`src/rtl/seq_signed_multiplier_if.sv`:
```
// Operand/result bundle for seq_signed_multiplier; master drives start and operands,
// slave returns busy/done and the held signed product.
interface seq_signed_multiplier_if #(
  parameter int WIDTH = 8
);
  logic                      start;
  logic signed [WIDTH-1:0]   mc;
  logic signed [WIDTH-1:0]   mp;
  logic                      busy;
  logic                      done;
  logic signed [2*WIDTH-1:0] product;
  logic                      neg;

  modport master (
    output start, mc, mp,
    input  busy, done, product, neg
  );

  modport slave (
    input  start, mc, mp,
    output busy, done, product, neg
  );
endinterface

```
`src/rtl/seq_signed_multiplier.sv`:
```
// Sequential shift-and-add signed multiplier: done WIDTH+2 cycles after start (fewer with MULT_EARLY_TERM_EN).
// start is only sampled in IDLE and never queued; product/neg hold until the next operation completes.
module seq_signed_multiplier #(
  parameter int WIDTH = 8
) (
  input logic                   clk,
  input logic                   rst,
  seq_signed_multiplier_if.slave bus
);
  localparam int PW = 2 * WIDTH;
  localparam int CW = (WIDTH > 2) ? $clog2(WIDTH) : 1;

  typedef enum logic [1:0] {
    IDLE,
    RUN,
    SIGN,
    DONE
  } state_t;

  state_t          state;
  logic [WIDTH-1:0] sr;
  logic [PW-1:0]    sl;
  logic [PW-1:0]    acc;
  logic [CW-1:0]    cnt;
  logic             sign;

  logic [WIDTH-1:0] mc_mag;
  logic [WIDTH-1:0] mp_mag;
  logic             run_last;

  // -2^(WIDTH-1) negates to itself, which read unsigned is exactly its magnitude.
  always_comb begin
    mc_mag = bus.mc[WIDTH-1] ? (-bus.mc) : bus.mc;
    mp_mag = bus.mp[WIDTH-1] ? (-bus.mp) : bus.mp;
  end

  always_comb begin
    run_last = (cnt == CW'(WIDTH - 1));
`ifdef MULT_EARLY_TERM_EN
    if (sr[WIDTH-1:1] == '0) begin
      run_last = 1'b1;
    end
`endif
  end

  always_ff @(posedge clk or negedge rst) begin
    if (!rst) begin
      state       <= IDLE;
      sr          <= '0;
      sl          <= '0;
      acc         <= '0;
      cnt         <= '0;
      sign        <= 1'b0;
      bus.busy    <= 1'b0;
      bus.done    <= 1'b0;
      bus.product <= '0;
      bus.neg     <= 1'b0;
    end else begin
      case (state)
        IDLE: begin
          bus.done <= 1'b0;
          if (bus.start) begin
            sr       <= mc_mag;
            sl       <= {{WIDTH{1'b0}}, mp_mag};
            acc      <= '0;
            cnt      <= '0;
            sign     <= bus.mc[WIDTH-1] ^ bus.mp[WIDTH-1];
            bus.busy <= 1'b1;
            state    <= RUN;
          end
        end

        RUN: begin
          // Magnitudes are below 2^(WIDTH-1)+1 each, so the sum never overflows PW bits.
          if (sr[0]) begin
            acc <= acc + sl;
          end
          sl  <= sl << 1;
          sr  <= sr >> 1;
          cnt <= cnt + CW'(1);
          if (run_last) begin
            state <= SIGN;
          end
        end

        SIGN: begin
          bus.product <= sign ? (-acc) : acc;
          bus.neg     <= sign & (acc != '0);
          bus.done    <= 1'b1;
          state       <= DONE;
        end

        DONE: begin
          bus.done <= 1'b0;
          bus.busy <= 1'b0;
          state    <= IDLE;
        end

        default: begin
          bus.done <= 1'b0;
          bus.busy <= 1'b0;
          state    <= IDLE;
        end
      endcase
    end
  end
endmodule

```
`src/flat_wrapper.sv`:
```
// flat-port wrapper written by rule: the top's interface ports become plain ports
module seq_signed_multiplier_flat 
#(
  parameter int WIDTH = 8
)
  (clk, rst, bus_start, bus_mc, bus_mp, bus_busy, bus_done, bus_product, bus_neg);
  seq_signed_multiplier_if #(.WIDTH(WIDTH)) bus_i ();
  input logic clk;
  input logic rst;
  input wire logic [$bits(bus_i.start)-1:0] bus_start;
  input wire logic [$bits(bus_i.mc)-1:0] bus_mc;
  input wire logic [$bits(bus_i.mp)-1:0] bus_mp;
  output wire logic [$bits(bus_i.busy)-1:0] bus_busy;
  output wire logic [$bits(bus_i.done)-1:0] bus_done;
  output wire logic [$bits(bus_i.product)-1:0] bus_product;
  output wire logic [$bits(bus_i.neg)-1:0] bus_neg;
  assign bus_i.start = bus_start;
  assign bus_i.mc = bus_mc;
  assign bus_i.mp = bus_mp;
  assign bus_busy = bus_i.busy;
  assign bus_done = bus_i.done;
  assign bus_product = bus_i.product;
  assign bus_neg = bus_i.neg;
  seq_signed_multiplier #(.WIDTH(WIDTH)) u_core (.clk(clk), .rst(rst), .bus(bus_i));
endmodule
```
`config.mk`:
```
export PLATFORM = sky130hd
export DESIGN_NAME = seq_signed_multiplier_flat
export DESIGN_NICKNAME = d
export VERILOG_FILES = /design/src/rtl/seq_signed_multiplier_if.sv /design/src/rtl/seq_signed_multiplier.sv /design/src/flat_wrapper.sv
export SDC_FILE = /design/constraint.sdc
export NUM_CORES = 1
export LEC_CHECK = 0
export BUFFER_PORTS_ARGS = -buffer_cell sky130_fd_sc_hd__buf_2
export CAP_MARGIN = 20
export CORE_ASPECT_RATIO = 0.6
export CORE_MARGIN = 1.5
export CORE_UTILIZATION = 35
export CTS_BUF_LIST = sky130_fd_sc_hd__clkbuf_8
export CTS_CLUSTER_DIAMETER = 120
export CTS_CLUSTER_SIZE = 8
export DETAILED_ROUTE_END_ITERATION = 10
export GPL_TIMING_DRIVEN = 0
export SLEW_MARGIN = 20
export SYNTH_ARGS = -nofsm -noshare
export SYNTH_HDL_FRONTEND = slang
export SYNTH_SLANG_ARGS = --single-unit
```
`constraint.sdc`:
```
create_clock -name clk -period 4 [get_ports clk]
set_input_delay 0.8 -clock clk [delete_from_list [all_inputs] [get_ports clk]]
set_output_delay 0.8 -clock clk [all_outputs]
set_load 0.05 [all_outputs]
```
Word-level counts from Yosys, hierarchy flattened:

Index checks and enable logic that the tools add are counted.
Widths: inputs -> output; s select.

* output and inout port bits: 19
* input port bits: 19
* flip-flop bits (word level): 65
* logic and storage cells: 53

* add/sub/neg operators: 5
* mux-type cells: 18
* reductions and logical operators: 11
* equal/unequal tests: 7
* bitwise gates (word level): 2

Operators by type and width (count)
* $mux 16: 4
* $pmux 16 s2: 2
* $mux 8: 3
* $add 16x16->16: 1
* $neg 16->16: 1
* $neg 8->8: 2
* $pmux 8 s2: 1
* $reduce_bool 16->1: 1
* $pmux 2 s4: 1
* $reduce_and 2->1: 4
* $pmux 3 s2: 1
* $reduce_bool 2->1: 3
* $eq 2x2->1 const B: 2
* $mux 2: 2
* $ne 2x1->1 const B: 2
* $pmux 1 s2: 2
* $add 3x1->3 const B: 1
* $eq 3x3->1 const B: 1
* $mux 3: 1
* $reduce_and 3->1: 1
* $eq 2x1->1 const B: 1
* $logic_not 2->1: 1
* $ne 2x2->1 const B: 1
* $reduce_or 2->1: 1
* other kinds (3): 3

Logic depth before layout (Yosys ltp):

* depth in word-level cells: 4
* gate-level depth with buffers: 10
* gate-level depth less buffers: 10

Least setup slack after synthesis:

Ideal clock, no wire load.

* path type: register -> register
* start point: reg u_core.acc[12]
* end point: reg u_core.acc[15]
* setup slack: 1.806 ns
* arrival time: 2.126 ns
* stages on the path, launching flop included: 10
* period minus slack after synthesis: 2.194 ns
* path buffers: 1
* library setup time: 0.069 ns
* required time: 3.931 ns
* path through: dfrtp_1 > ha_1 > clkbuf_1 > a21oi_1 > nor2b_1 > a211o_1 > a21oi_1 > a21boi_1 > or4_1 > nand3_1

* word-level cells in the longest chain between the ends: 3

RTL lines
* start: declaration: line seq_signed_multiplier.sv:23 `logic [PW-1:0] acc;`
* start signal: assignment: line seq_signed_multiplier.sv:76 `acc <= acc + sl;`
* $add 16x16->16: line seq_signed_multiplier.sv:76
* $mux 16: line seq_signed_multiplier.sv:75 `if (sr[0]) begin`
* $pmux 16 s2: line seq_signed_multiplier.sv:59 `case (state)`

Every way passes these cells. The select of a mux whose other input is x is not followed.
A chain may end at the register's enable or synchronous reset.

Worst setup path in the final report:

* start point: reg u_core.acc[0]
* end point: reg u_core.acc[12]

The elaborated chain is that of the path after synthesis.

==> results.toml <==
[yosys]
ys_types = 44
synth_mux_area_share_pct = 3.00
synthCells = 420
synthAdderAreaFrac_pct = 8.59
synth-compound-area-share_pct = 19.8
synth_top_family_by_area = "compound AO/OA/AOI/OAI gates"
avgSynthCellArea_um2 = 9.23
syn_area_um2 = 3870
synth_seq_cells = 65
async_reset_ff_share_pct = 100
synth-simple-area-share_pct = 15.1
synth-edff-count = 0
yosysSeqAreaShare_pct = 42.0
synth.net_count = 465
synthFlopType = "dfrtp_1"
synth-xor-area-share_pct = 8.14
synth_warnings = 0

[final_layout]
final_cell_mix = "dfrtp_1, nand2_1, a21oi_1, o21ai_0, buf_2"
area_growth_pct = 14.4
nFillCells = 1067
multi_input_area_um2 = 2120
drive_gt1_share_pct = 13.4
layout_commonest_cell = "dfrtp_1"
regArea_um2 = 1630
final_area_um2 = 4430
nets = 512
n_antenna_cell = 0

[sta]
rsz0062_at_grt = "no"
worst_pin_slew_ps = 580
setup_violations = 0
timing.setup.tns_ps = 0
drv_slew = 0
finalClockSkew_ps = 7.25
fmax_ghz = 0.383
max_slew_margin_pct = 60.3
timing.final.crit_share_pct = 65.3
hold_viol = 0
fin_crit_ps = 2610

[route]
drtIter0Drc = 116
wirelength_um = 8820
vias_per_cell = 5.02
first_pass_iters = 4
drc = 0
dr_total_vias = 3065
wl_per_cell_um = 14.5
detail-route-antenna-nets = 0

[floorplan]
die_h_um = 84.5
coreArea_um2 = 10700
die_w_um = 139
die_area_um2 = 11700
ios = 38
start_util_pct = 36.3
num_rows = 29

[clock_network]
cts_tree = "yes"
cts_made_buffers = 9
cts_root_buffer = "clkbuf_8"
htreeDepth = 3
worstSkewPairLatency_ps = 350
cts_resized = 0
cts.sinks = 65
postCtsSetupBuffers = 0
clk_pin_slew_worst_paths_ps = 70
holdBufCountCts = 0
cts.path.max_buffers = 2

[placement]
hpwlAfterDp_um = 6850
place_congestion = 0.854
portBuffers = 35
dpl_cell_area_um2 = 4250

[power_and_ir_drop]
p_per_area_nw_per_um2 = 930
leakage_nw = 2.07
ir_drop_v = 0.000476

[global_route]
grt_max_degree = 46
grt_use_met3_pct = 3.94
gr-usage-met2_pct = 21.3
grt-ovfl-total = 0
antenna_found_initial = 0
grt_pass1_wl_um = 15200
grt.busiest_layer = "met1"
grt_pass1_vias = 2909
met1_usage_pct = 25.6
grt_usage_pct = 16.2

[flow_run]
maxCapViolCount = 0

[status]
status = "complete, no violations"

[setup_path]
path_max_fanout = 5
cp.required_ps = 4230
startpoint_type = "register"
crit_type = "reg -> reg"
arrival_ps = 2840
cp-end-kind = "register"

[min_path]
hp-class = "in -> async"
[where the power goes]
part           internal, mW  total, mW  switching, mW
logic                 0.876       2.37           1.50
clock network         0.255      0.509          0.254
registers             0.956       1.24          0.286
total                  2.09       4.12           2.03
[registers in the layout, summed over array words and instances (netlist names)]
signal and count:
u_core.bus.busy 1, u_core.bus.product 16, u_core.cnt 3, u_core.sl 16, u_core.bus.neg 1, u_core.state 2, u_core.acc 16, u_core.bus.done 1
u_core.sign 1, u_core.sr 8
[cell families after synthesis]
group | Yosys count
xor gates and xnor gates | 36
DFF | 65
muxes | 11
and+or+nand+nor | 125
adders and majority gates | 26
buffers and inverters | 35
AOI/OAI and AO/OA | 122
[through the flow]
| step | setup WS (ps) | hold WS [ps] | util, % | power (mW) | cells |
|---|---|---|---|---|---|
| after global routing | 1130 | 328 | 41.6 | 4.51 | 610 |
| after detailed placement | 1440 | 471 | 39.9 | 3.62 | 595 |
| after CTS | 1410 | 321 | 41.6 | 4.15 | 610 |
| final | 1390 | 332 | 41.6 | 4.12 | 610 |
| after floorplan | 1810 | 449 | - | 3.03 | 420 |
| after global placement | 1470 | 466 | 39.6 | 3.55 | 594 |
[Yosys cell counts, drive strengths merged, types with 6 or more instances]
| master | number | area share [%] |
|---|---|---|
| ha | 25 | 8.1 |
| o21ai | 39 | 5.0 |
| dfrtp | 65 | 42 |
| mux2i | 6 | 1.5 |
| nor2 | 33 | 3.2 |
| a21oi | 39 | 5.0 |
| nand2 | 53 | 5.1 |
| inv | 16 | 1.5 |
| clkbuf | 19 | 1.8 |
| nor2b | 9 | 1.5 |
| xnor2 | 12 | 2.7 |
| o31ai | 7 | 1.4 |
| a22o | 11 | 2.5 |
| xor2 | 24 | 5.4 |
| nand3 | 7 | 0.90 |
[layer usage]
metal  wire (µm)  part of all wire, %
met5           0                    0
met4          53                 0.60
met3         383                  4.3
met2        3410                   39
met1        4980                   56
[path summary, 6_finish.rpt]
path / startpoint / to / slack (ps) / depth (start not counted)
setup / recovery: u_core.acc[0] / u_core.acc[12] / 1390 / 10
hold / removal: rst / u_core.bus.neg / 330 / 1
setup reg to reg: u_core.acc[0] / u_core.acc[12] / 1390 / 10
hold reg to reg: u_core.sr[6] / u_core.sr[6] / 490 / 2
max in group asynchronous: rst / u_core.sl[12] / 3140 / 2
min in group clk: u_core.sr[6] / u_core.sr[6] / 490 / 2
[final cells by class]
| type | instances | share of cell area, % |
|---|---|---|
| inverter | 16 | 1.35 |
| buffer | 19 | 1.61 |
| sequential | 65 | 36.7 |
| multi-input combinational | 320 | 47.7 |
| timing repair buffer | 36 | 4.63 |
| tap | 139 | 3.92 |
| clock buffer | 11 | 3.41 |
| clock inverter | 4 | 0.649 |
[worst max-delay path, stage by stage, from the launching register on]
cell	delay, ps
dfrtp_1	430
ha_1	200
inv_1	50
fa_1	400
nor2b_1	180
o211ai_1	100
a21boi_0	360
o21bai_1	190
a21boi_0	270
mux2i_1	220
nand2_1	80
Note: power is estimated with default switching activity, not from simulation.
